`config.mk`:
```
export PLATFORM = sky130hd
export DESIGN_NAME = dmem_initiator
export DESIGN_NICKNAME = d
export VERILOG_FILES = /design/src/rtl/dmem_pkg.sv /design/src/rtl/dmem_lane_align.sv /design/src/rtl/dmem_initiator.sv
export SDC_FILE = /design/constraint.sdc
export NUM_CORES = 1
export LEC_CHECK = 0
export CAP_MARGIN = 20
export CORE_ASPECT_RATIO = 1.25
export CORE_MARGIN = 4
export CORE_UTILIZATION = 39
export CTS_CLUSTER_SIZE = 40
export DETAILED_ROUTE_END_ITERATION = 8
export GPL_TIMING_DRIVEN = 0
export HOLD_SLACK_MARGIN = 0.02
export PLACE_DENSITY = 0.83
export SYNTH_ARGS = -nofsm -noshare
export SYNTH_HDL_FRONTEND = slang
export SYNTH_SLANG_ARGS = --single-unit
export TNS_END_PERCENT = 20
```
`constraint.sdc`:
```
create_clock -name clk -period 3.4 [get_ports clk]
set_input_delay 0.34 -clock clk [delete_from_list [all_inputs] [get_ports clk]]
set_output_delay 0.34 -clock clk [all_outputs]
set_load 0.03 [all_outputs]
```
`src/rtl/dmem_pkg.sv`:
```
// Shared encodings for the CPU-side data-memory request/ack initiator.
package dmem_pkg;

    typedef enum logic [1:0] {
        SZ_BYTE = 2'b00,
        SZ_HALF = 2'b01,
        SZ_WORD = 2'b10,
        SZ_RSVD = 2'b11
    } size_e;

    typedef enum logic {
        IDLE = 1'b0,
        BUSY = 1'b1
    } state_e;

    localparam logic [3:0] BE_WORD = 4'b1111;
    localparam logic [3:0] BE_HI   = 4'b1100;
    localparam logic [3:0] BE_LO   = 4'b0011;

endpackage

```
`src/rtl/dmem_lane_align.sv`:
```
// Big-endian lane steering: byte enables and replicated store data on the way out,
// extracted and extended load data on the way back, plus the alignment check.
module dmem_lane_align
    import dmem_pkg::*;
(
    input  logic [1:0]  size,
    input  logic [1:0]  offset,
    input  logic        is_signed,
    input  logic [31:0] wdata,
    input  logic [31:0] readdata,
    output logic [3:0]  byteen,
    output logic [31:0] wdata_rep,
    output logic [31:0] load_data,
    output logic        misaligned
);

    logic [31:0] byte_shifted;
    logic [7:0]  byte_lane;
    logic [15:0] half_lane;

    // Lane k sits at bits 31-8k; shifting right by 8*(3-k) brings it to the bottom.
    assign byte_shifted = readdata >> {~offset, 3'b000};
    assign byte_lane    = byte_shifted[7:0];
    assign half_lane    = offset[1] ? readdata[15:0] : readdata[31:16];

    always_comb begin
        byteen     = BE_WORD;
        wdata_rep  = wdata;
        load_data  = readdata;
        misaligned = 1'b0;
        case (size_e'(size))
            SZ_BYTE: begin
                byteen    = 4'b1000 >> offset;
                wdata_rep = {4{wdata[7:0]}};
                load_data = is_signed ? {{24{byte_lane[7]}}, byte_lane}
                                      : {24'h000000, byte_lane};
            end
            SZ_HALF: begin
                misaligned = offset[0];
                byteen     = offset[1] ? BE_LO : BE_HI;
                wdata_rep  = {2{wdata[15:0]}};
                load_data  = is_signed ? {{16{half_lane[15]}}, half_lane}
                                       : {16'h0000, half_lane};
            end
            default: begin
                misaligned = (offset != 2'b00);
            end
        endcase
    end

endmodule

```
`src/rtl/dmem_initiator.sv`:
```
// MEM-stage initiator: captures one load/store, holds the bus request until ack or
// timeout, then pulses done with formatted load data while stalling the pipeline.
module dmem_initiator
    import dmem_pkg::*;
#(
    parameter int unsigned ACK_TIMEOUT = 255
)
(
    input  logic        clk,
    input  logic        reset,
    input  logic        req_valid,
    input  logic        req_write,
    input  logic [1:0]  req_size,
    input  logic        req_signed,
    input  logic [31:0] req_adr,
    input  logic [31:0] req_wdata,
    output logic        stall,
    output logic        done,
    output logic [31:0] rdata,
    output logic        misalign,
    output logic        buserr,
    output logic        memwrite,
    output logic        memread,
    output logic [31:0] dataadr,
    output logic [31:0] writedata,
    output logic [3:0]  byteen,
    input  logic [31:0] readdata,
    input  logic        dataack
);

    localparam logic [15:0] TMO_LAST = 16'(ACK_TIMEOUT - 1);

    state_e      state_q, state_d;
    logic [15:0] cnt_q, cnt_d;
    logic        memwrite_d, memread_d, done_d, misalign_d, buserr_d;
    logic [31:0] dataadr_d, writedata_d, rdata_d;
    logic [3:0]  byteen_d;

    logic [3:0]  lane_be;
    logic [31:0] lane_wdata, lane_load;
    logic        lane_mis;

    dmem_lane_align u_align (
        .size      (req_size),
        .offset    (req_adr[1:0]),
        .is_signed (req_signed),
        .wdata     (req_wdata),
        .readdata  (readdata),
        .byteen    (lane_be),
        .wdata_rep (lane_wdata),
        .load_data (lane_load),
        .misaligned(lane_mis)
    );

    assign stall = req_valid & ~done;

    always_comb begin
        state_d     = state_q;
        cnt_d       = cnt_q;
        memwrite_d  = memwrite;
        memread_d   = memread;
        dataadr_d   = dataadr;
        writedata_d = writedata;
        byteen_d    = byteen;
        done_d      = 1'b0;
        rdata_d     = '0;
        misalign_d  = 1'b0;
        buserr_d    = 1'b0;
        case (state_q)
            IDLE: begin
                // The done cycle still sees req_valid high; ignoring it avoids a reissue.
                if (req_valid && !done) begin
                    if (lane_mis) begin
                        done_d     = 1'b1;
                        misalign_d = 1'b1;
                    end else begin
                        dataadr_d   = {req_adr[31:2], 2'b00};
                        writedata_d = lane_wdata;
                        byteen_d    = lane_be;
                        memwrite_d  = req_write;
                        memread_d   = ~req_write;
                        cnt_d       = '0;
                        state_d     = BUSY;
                    end
                end
            end
            BUSY: begin
                if (dataack) begin
                    memwrite_d = 1'b0;
                    memread_d  = 1'b0;
                    byteen_d   = '0;
                    done_d     = 1'b1;
                    rdata_d    = memread ? lane_load : '0;
                    state_d    = IDLE;
                end else if (cnt_q == TMO_LAST) begin
                    memwrite_d = 1'b0;
                    memread_d  = 1'b0;
                    byteen_d   = '0;
                    done_d     = 1'b1;
                    buserr_d   = 1'b1;
                    state_d    = IDLE;
                end else begin
                    cnt_d = cnt_q + 16'd1;
                end
            end
            default: state_d = IDLE;
        endcase
    end

    always_ff @(posedge clk or posedge reset) begin
        if (reset) begin
            state_q   <= IDLE;
            cnt_q     <= '0;
            memwrite  <= 1'b0;
            memread   <= 1'b0;
            dataadr   <= '0;
            writedata <= '0;
            byteen    <= '0;
            done      <= 1'b0;
            rdata     <= '0;
            misalign  <= 1'b0;
            buserr    <= 1'b0;
        end else begin
            state_q   <= state_d;
            cnt_q     <= cnt_d;
            memwrite  <= memwrite_d;
            memread   <= memread_d;
            dataadr   <= dataadr_d;
            writedata <= writedata_d;
            byteen    <= byteen_d;
            done      <= done_d;
            rdata     <= rdata_d;
            misalign  <= misalign_d;
            buserr    <= buserr_d;
        end
    end

endmodule

```
After elaboration in Yosys (flattened, before gate mapping)
Cells that the tools add are included.
Widths: inputs -> output; s select.
{"block": "totals", "input_bits": 104, "regBits": 120, "elab_cells": 76}
{"block": "classes", "n_reduce_logical": 7, "bitwise": 6, "n_mux": 42, "n_shift": 2, "eq_ne": 7, "add_sub_neg": 1}
{"op": "$mux 32", "n": 5}
{"op": "$pmux 32 s2", "n": 2}
{"op": "$mux 16", "n": 5}
{"op": "$pmux 16 s2", "n": 1}
{"op": "$shr 32x5->8", "n": 1}
{"op": "$mux 4", "n": 5}
{"op": "$mux 1", "n": 17}
{"op": "$add 16x1->16 const B", "n": 1}
{"op": "$eq 16x8->1 const B", "n": 1}
{"op": "$pmux 4 s2", "n": 2}
{"op": "$pmux 1 s2", "n": 5}
{"op": "$ne 2x2->1 const B", "n": 4}
{"op": "$reduce_and 3->1", "n": 2}
{"op": "$not 1->1", "n": 4}
{"op": "$reduce_and 4->1", "n": 1}
{"op": "$shr 4x2->4 const A", "n": 1}
{"op": "$ne 3x2->1 const B", "n": 1}
{"op": "$eq 2x1->1 const B", "n": 1}
{"op": "$logic_not 2->1", "n": 1}
{"op": "$not 2->2", "n": 1}
{"op": "$reduce_bool 2->1", "n": 1}
{"op": "$and 1x1->1", "n": 1}
{"op": "$logic_and 1x1->1", "n": 1}
{"op": "$logic_not 1->1", "n": 1}

Longest topological paths before layout
Gate-level depths: netlist (run 1).
{"block": "depth", "word_depth": 7, "ltp_mapped": 9, "depth_no_buf": 6}

Modules after synthesis
A second synthesis (run 1) with hierarchy kept.
{"block": "hier_totals", "cells_unflattened": 659, "hier_area_um2": 6008.3}
{"module": "dmem_initiator", "n_inst": 1, "seq_area_each_um2": 3002.9, "area_each_um2": 4743.3, "cells_per_inst": 485}
{"module": "dmem_lane_align", "n_inst": 1, "seq_area_each_um2": 0.0, "area_each_um2": 1265.0, "cells_per_inst": 174}

Least setup slack after synthesis (run 1)
No wires, ideal clock.
{"block": "synth_timing", "path_type": "flip-flop to flip-flop", "start": "reg done", "end": "reg cnt_q[9]", "setup_ns": 0.124, "t_arrival_ns": 2.082, "path_slack_ns": 1.194, "path_stages_with_launch": 9, "path_cell_list": "dfrtp_1 nor2b_1 nand2b_1 or2_1 clkbuf_1 clkbuf_1 buf_2 o211ai_1 nand2_1"}
{"block": "synth_between", "elab_chain_len": 4}
{"item": "start, declared", "line": "dmem_initiator.sv:18", "source": "output logic done,"}
{"item": "start signal, assigned", "line": "dmem_initiator.sv:131", "source": "done <= done_d;"}
{"item": "$logic_not 1->1", "line": "dmem_initiator.sv:72", "source": "if (req_valid && !done) begin"}
{"item": "$logic_and 1x1->1", "line": "dmem_initiator.sv:72"}
{"item": "$ne 2x2->1 (no source line)"}
{"item": "$reduce_and 4->1 (no source line)"}
{"item": "end signal, assigned", "line": "dmem_initiator.sv:125", "source": "cnt_q <= cnt_d;"}
{"item": "end, declared", "line": "dmem_initiator.sv:34", "source": "logic [15:0] cnt_q, cnt_d;"}
Every way passes these cells.
A chain may end at the register's enable or synchronous reset.

Worst setup path after layout (run 1)
{"block": "layout_timing", "start": "reg state_q", "end": "reg writedata[14]"}
{"block": "layout_between", "elab_chain_len": 2}
{"item": "start, declared", "line": "dmem_initiator.sv:33", "source": "state_e state_q, state_d;"}
{"item": "start signal, assigned", "line": "dmem_initiator.sv:124", "source": "state_q <= state_d;"}
{"item": "$not 1->1 (no source line)"}
{"item": "$reduce_and 3->1 (no source line)"}
{"item": "end signal, assigned", "line": "dmem_initiator.sv:129", "source": "writedata <= writedata_d;"}
{"item": "end, declared", "line": "dmem_initiator.sv:25", "source": "output logic [31:0] writedata,"}
Every way passes these cells.

==> results_dict.tcl, run 1 <==
set metrics [dict create \
    status "finished, final reports clean" \
    layout_common_cells "203 x sky130_fd_sc_hd__clkdlybuf4s50_1, 161 x sky130_fd_sc_hd__nand2_1, 120 x sky130_fd_sc_hd__dfrtp_1" \
    route.final.wire_length_um 16600 \
    cts.clk_slew.worst_paths_ns 0.05 \
    start_util_pct 39.9 \
    dr.first_iter.drc_count 378 \
    final_cell_count_no_fill 970 \
    place.detailed.instances 939 \
    crit_path_end_kind "flop" \
    max_fclk_mhz 468 \
    synth_top_flop_cell "sky130_fd_sc_hd__dfrtp_1" \
    first_pass_iters 5 \
    cap_viol_max_count 0 \
    place_congestion 0.874 \
    postCtsResizedCells 0 \
    synth_edf_count 0 \
    layout_commonest_cell "sky130_fd_sc_hd__clkdlybuf4s50_1" \
    ant_nets 0 \
    cts.sink_count 120 \
    slew_headroom_pct 30.1 \
    synth.yosys.seq_area_share_pct 56.9 \
    detail_route.vias_per_cell 5.08 \
    worstMarginPinSlew_ns 1.04 \
    clockBufferDepth 2 \
    area_added_between_synthesis_and_finish_pct 54.6 \
    cp_cell_sequence "nand2b_1 > or2_1 > clkbuf_1 > clkbuf_1 > buf_2 > nand2_1 > o21ai_0" \
    layout-drive-gt1-share_pct 7.02 \
    peakVddDrop_mv 0.362 \
    fin_crit_share_pct 62.9 \
    insertion_delay_ns 0.41 \
    grt_max_degree 43 \
    power_density_of_the_placed_cells_nw_per_um2 683 \
    grt_pass1_vias 5165 \
    cp_slowest_cell "sky130_fd_sc_hd__clkbuf_1" \
    ioPinCount 210 \
    required_ns 3.71 \
    worst_hold_path_type "input port to flop" \
    grt_use_total_pct 21.9 \
    rsz0062_at_grt "false" \
    die_h_um 138 \
    fin_util_pct 61.7 \
    largest_fanout_of_any_net_on_the_critical_path 10 \
    dieWidth_um 112 \
    post-cts-setup-buffers 0 \
    worst_ep_arrival_time_ns 2.45 \
    placement_rows 47 \
    finalHoldViolCount 0 \
    clock_tree_from_tritoncts "built" \
    num_vias 4932 \
    avgSynthCellArea_um2 9.41 \
    crit_type "flop to flop" \
    synthDistinctLibCells 47 \
    ys_seq_elements 120 \
    ys_warn_count 0 \
    synthesis.area_um2 5280 \
    drc 0 \
    final.setup_skew_ns 0.00922 \
    leakage_nw 3.73 \
    gr-total-overflow 0 \
    post_drt_wl_per_cell_um 17.1 \
    synth-async-reset-ratio_pct 100 \
    report.final.slew_viol_count 0 \
    root_buf_cell "sky130_fd_sc_hd__clkbuf_16" \
    clock_tree.htree_level_count 4 \
    timing.final.setup_violations 0 \
    floorplan.die_area_um2 15500 \
    dp.final_hpwl_um 12400 \
    max_stage_delay_ns 0.48 \
    cpMostUsedCell "sky130_fd_sc_hd__clkbuf_1" \
    cts.hold.buffers_added 0 \
    cts_inserted_buffers 17 \
    fin_tns_setup_ns 0 \
    grt_antenna_before_repair 1 \
    layout.nets 893 \
    grt_pass1_wl_um 26900 \
    core_area_um2 13200 \
    numPortBuffers 203 \
    postSynthCellCount 561 \
    startpoint_type "flop" \
    period_needed_ns 2.14 \
]
[Yosys cell counts, drive strengths merged (2+ instances only)]
cell type	number	share of area, %
nand4b	2	0.33
nand3	13	1.3
o21ai	44	4.2
nand2	161	11
ha	2	0.47
clkbuf	15	1.1
nor4	3	0.36
a222oi	7	1.3
xor2	2	0.33
a21oi	36	3.4
a31o	3	0.50
o211ai	3	0.43
xnor2	3	0.50
dfrtp	120	57
or2	3	0.36
nand2b	5	0.59
mux2i	28	5.3
inv	23	1.6
nor2b	4	0.47
nor3	10	0.95
a22oi	7	1.0
buf	21	2.3
nor2	28	2.0
[where the power goes]
part	total, mW	leakage [nW]	internal [mW]	switching (mW)
Clock	1.72	0.262	1.08	0.637
Sequential	1.92	1.57	1.74	0.179
Combinational	1.94	1.90	0.795	1.14
[stage by stage]
step	power [mW]	cell area, um^2	hold WS, ns	worst slack [ns]
floorplan	2.95	5290	0.445	1.19
global placement	3.84	7530	0.458	0.456
detailed placement	3.89	7590	0.461	0.857
CTS	5.63	8160	0.324	1.25
global route	5.85	8160	0.360	1.01
finish	5.58	8160	0.336	1.26
[final timing paths]
| kind | from | endpoint | slack (ns) | depth (start not counted) |
|---|---|---|---|---|
| max reg2reg | state_q$_DFF_PP0_ | writedata[14]$_DFFE_PP0P_ | 1.26 | 7 |
| max in group asynchronous | reset | writedata[3]$_DFFE_PP0P_ | 2.55 | 4 |
| max | state_q$_DFF_PP0_ | writedata[14]$_DFFE_PP0P_ | 1.26 | 7 |
| min reg2reg | dataadr[16]$_DFFE_PP0P_ | dataadr[16]$_DFFE_PP0P_ | 0.47 | 2 |
| min | req_adr[0] | misalign$_DFF_PP0_ | 0.34 | 3 |
| min in group asynchronous | reset | rdata[26]$_DFF_PP0_ | 0.35 | 3 |
[layout make-up]
type,count,area (um^2)
Antenna cell,1,2.50
Clock inverter,12,129
Sequential cell,120,3000
Buffer,36,175
Inverter,23,90.1
Timing Repair Buffer,206,2090
Clock buffer,18,439
Fill cell,1089,5070
Tap cell,171,214
Multi-Input combinational cell,383,2020
[routing by layer]
| metal | up-vias | GRT usage [%] | wire length, um |
|---|---|---|---|
| met5 | - | 0 | 0 |
| met4 | 0 | 11.5 | 712 |
| met3 | 46 | 7.08 | 1320 |
| met2 | 232 | 36.8 | 8330 |
| met1 | 2316 | 24.8 | 6190 |
| li1 | 2338 | - | - |
[registers in the layout, summed over array words and instances (netlist names)]
register	cells
rdata	32
writedata	32
dataadr	30
cnt_q	16
byteen	4
buserr	1
done	1
memread	1
memwrite	1
misalign	1
state_q	1
[cell families after synthesis]
logic type,after synthesis,share of synthesized area (%)
mux,29,5.74
compound gates,109,12.2
flops,120,56.9
fa+ha+maj,2,0.474
other cells,1,0.0710
buf+inv,59,4.95
xor+xnor,5,0.830
simple gates,236,18.8
[critical path: cells and delay by family (launching register included)]
family	cells	cell delay (ns)
compound gates	1	0.09
buf+inv	3	1.01
flops	1	0.45
simple gates	3	0.49
No activity file was read; power rests on OpenSTA's default activity.
==> run 2: changes to the inputs <==
--- a/config.mk
+++ b/config.mk
@@ -8,12 +8,12 @@
 export CAP_MARGIN = 20
 export CORE_ASPECT_RATIO = 1.25
 export CORE_MARGIN = 4
-export CORE_UTILIZATION = 39
+export CORE_UTILIZATION = 44
 export CTS_CLUSTER_SIZE = 40
 export DETAILED_ROUTE_END_ITERATION = 8
 export GPL_TIMING_DRIVEN = 0
 export HOLD_SLACK_MARGIN = 0.02
-export PLACE_DENSITY = 0.83
+export PLACE_DENSITY = 0.88
 export SYNTH_ARGS = -nofsm -noshare
 export SYNTH_HDL_FRONTEND = slang
 export SYNTH_SLANG_ARGS = --single-unit
==> constraint.sdc (replaced) <==
create_clock -name clk -period 2 [get_ports clk]
set_input_delay 0.2 -clock clk [delete_from_list [all_inputs] [get_ports clk]]
set_output_delay 0.2 -clock clk [all_outputs]
set_load 0.03 [all_outputs]
==> run 2 against run 1 <==
Clock skew is 0.00095 ns higher. Cell area about the same. Count of clock-buffer cells in the layout grew 4. Non-clock buffer count stayed put. Cell count down 0.93%. Clock power is 76% higher. Wire length is 4.6% higher. Worst hold slack got worse by 0.16 ns. Utilization grew 8.3 points. First-iteration DRC count increased by 0.26%. Global-route usage up 3.3 points.
==> results_dict.tcl, run 2 (same netlist as run 1, synthesis figures left out) <==
set metrics [dict create \
    finalHoldWorstSlack_ns 0.174 \
    grt_pass1_vias 5328 \
    finalHoldViolCount 0 \
    worstSetupStartpoint "cnt_q[2]$_DFFE_PP0P_" \
    dp.final_hpwl_um 12700 \
    reg2reg_to "byteen[2]$_DFFE_PP0P_" \
    cts_inserted_buffers 17 \
    dieWidth_um 106 \
    p_sw_share_pct 35.1 \
    cell_internal_pwr_mw 6.25 \
    gr-total-overflow 0 \
    fin_util_pct 70.0 \
    grt_antenna_before_repair 0 \
    largest_fanout_of_any_net_on_the_critical_path 8 \
    place.detailed.instances 928 \
    final_cell_count_no_fill 961 \
    rsz0062_at_grt "true" \
    worstReg2RegStart "cnt_q[2]$_DFFE_PP0P_" \
    pwr-share-comb_pct 34.5 \
    clockBufferDepth 2 \
    power_density_of_the_placed_cells_nw_per_um2 1180 \
    cts.clk_slew.worst_paths_ns 0.05 \
    core_area_um2 11700 \
    worstMarginPinSlew_ns 0.904 \
    power_frac_clock_pct 31.4 \
    start_util_pct 45.2 \
    root_buf_cell "sky130_fd_sc_hd__clkbuf_16" \
    grt_use_total_pct 25.2 \
    timing.final.setup_violations 0 \
    leakage_nw 3.75 \
    drc 0 \
    place_congestion 0.917 \
    antennaDiodeCount 0 \
    num_vias 5212 \
    report.final.slew_viol_count 0 \
    route.final.wire_length_um 17300 \
    period_needed_ns 1.95 \
    seq_power_share_pct 34.1 \
    clock_tree.htree_level_count 4 \
    crit_type "flop to flop" \
    cp_cell_sequence "nand3_2 > or3_1 > buf_2 > nor2_1 > o21ai_1 > a31o_2" \
    cp_slowest_cell "sky130_fd_sc_hd__dfrtp_1" \
    layout.nets 893 \
    final.setup_skew_ns 0.0102 \
    cells_on_worst_reg2reg_path 6 \
    cts.sink_count 120 \
    fin_crit_share_pct 97.4 \
    crit_path_end_kind "flop" \
    post_drt_wl_per_cell_um 18.0 \
    status "finished, final reports clean" \
    cap_viol_max_count 0 \
    layout-drive-gt1-share_pct 7.38 \
    ant_nets 0 \
    worst_setup_path_endpoint "byteen[2]$_DFFE_PP0P_" \
    required_ns 2.29 \
    ioPinCount 210 \
    clock_tree_from_tritoncts "built" \
    layout_commonest_cell "sky130_fd_sc_hd__clkdlybuf4s50_1" \
    detail_route.vias_per_cell 5.42 \
    worst_ep_arrival_time_ns 2.24 \
    grt_max_degree 46 \
    cts.hold.buffers_added 0 \
    die_h_um 130 \
    max_fclk_mhz 514 \
    critical_path_cell_count 6 \
    largestRegisters "rdata (32), writedata (32), dataadr (30)" \
    grt_pass1_wl_um 27100 \
    peakVddDrop_mv 0.711 \
    max_stage_delay_ns 0.42 \
    first_pass_iters 5 \
    setup_ws_ns 0.0529 \
    detailedPlace.worstSlack_ns -0.345 \
    setup.reg_to_reg.worst_slack_ns 0.05 \
    floorplan.die_area_um2 13800 \
    dr.first_iter.drc_count 379 \
    power_spent_charging_and_discharging_nets_mw 3.39 \
    area_added_between_synthesis_and_finish_pct 54.7 \
    placement_rows 44 \
    numPortBuffers 203 \
    startpoint_type "flop" \
    worst_hold_path_type "input port to flop" \
    critical_path_buf_inv_count 1 \
    worst_path_dominant_cell_family "simple AND/OR/NAND/NOR gates" \
    insertion_delay_ns 0.41 \
    layout_common_cells "203 x sky130_fd_sc_hd__clkdlybuf4s50_1, 161 x sky130_fd_sc_hd__nand2_1, 120 x sky130_fd_sc_hd__dfrtp_1" \
    slew_headroom_pct 39.2 \
]
## run 2: through the flow
| stage | area (um^2) | setup TNS [ns] | total power [mW] |
|---|---|---|---|
| 6_report | 8170 | 0 | 9.64 |
| 5_1_grt | 8170 | -0.315 | 10.0 |
| 3_5_place_dp | 7560 | -21.88 | 6.61 |
| 2_1_floorplan | 5290 | -12.47 | 5.01 |
| 4_1_cts | 8150 | 0 | 9.67 |
| 3_3_place_gp | 7520 | -102.32 | 6.51 |
## run 2: cell type report
cell class                 instances  area [um^2]
buffer                            36          180
clock inverter                    10          119
multi-input combinational        383         2020
sequential                       120         3000
fill                             840         3500
clock buffer                      22          474
tap                              161          201
timing repair buffer             206         2080
inverter                          23         90.1
## run 2: metal layers
metal | routed length [um] | track usage, %
met5 | 0 | 0
met4 | 679 | 13.1
met3 | 1420 | 6.44
met2 | 8850 | 44.5
met1 | 6360 | 28.3
## run 2: worst min path at each step
stage | cells past startpoint | from | slack [ns] | end
after floorplan | 2 | req_adr[10] | 0.31 | dataadr[10]$_DFFE_PP0P_
after global placement | 2 | dataadr[6]$_DFFE_PP0P_ | 0.46 | dataadr[6]$_DFFE_PP0P_
after detailed placement | 2 | dataadr[2]$_DFFE_PP0P_ | 0.46 | dataadr[2]$_DFFE_PP0P_
after CTS | 3 | req_adr[0] | 0.16 | misalign$_DFF_PP0_
after global routing | 3 | req_adr[0] | 0.20 | misalign$_DFF_PP0_
final | 3 | req_adr[0] | 0.17 | misalign$_DFF_PP0_
## run 2: power by group through the flow
| stage | sequential (mW) | combinational (mW) | clock, mW |
|---|---|---|---|
| 6_report | 3.29 | 3.32 | 3.03 |
| 5_1_grt | 3.35 | 3.52 | 3.16 |
| 4_1_cts | 3.28 | 3.33 | 3.06 |
| 3_5_place_dp | 3.31 | 3.30 | 0 |
| 3_3_place_gp | 3.28 | 3.23 | 0 |
| 2_1_floorplan | 4.30 | 0.710 | 0 |
## run 2: worst reg2reg max path, stage by stage (launching register included)
cell	delay, ns
sky130_fd_sc_hd__dfrtp_1	0.42
sky130_fd_sc_hd__nand3_2	0.19
sky130_fd_sc_hd__or3_1	0.38
sky130_fd_sc_hd__buf_2	0.17
sky130_fd_sc_hd__nor2_1	0.18
sky130_fd_sc_hd__o21ai_1	0.19
sky130_fd_sc_hd__a31o_2	0.31
## run 2: repair_timing
action                                  4_1_cts  5_1_grt
endpoints found under the setup margin       47       71
setup buffers                                 0        1
gates resized for setup                       1        5
==> run 3: changes to the inputs <==
--- a/config.mk
+++ b/config.mk
@@ -5,6 +5,7 @@
 export SDC_FILE = /design/constraint.sdc
 export NUM_CORES = 1
 export LEC_CHECK = 0
+export ABC_CLOCK_PERIOD_IN_PS = 2000
 export CAP_MARGIN = 20
 export CORE_ASPECT_RATIO = 1.25
 export CORE_MARGIN = 4
==> results of run 3 <==
No change in the layout: final DEF, timing and power equal those of run 2.
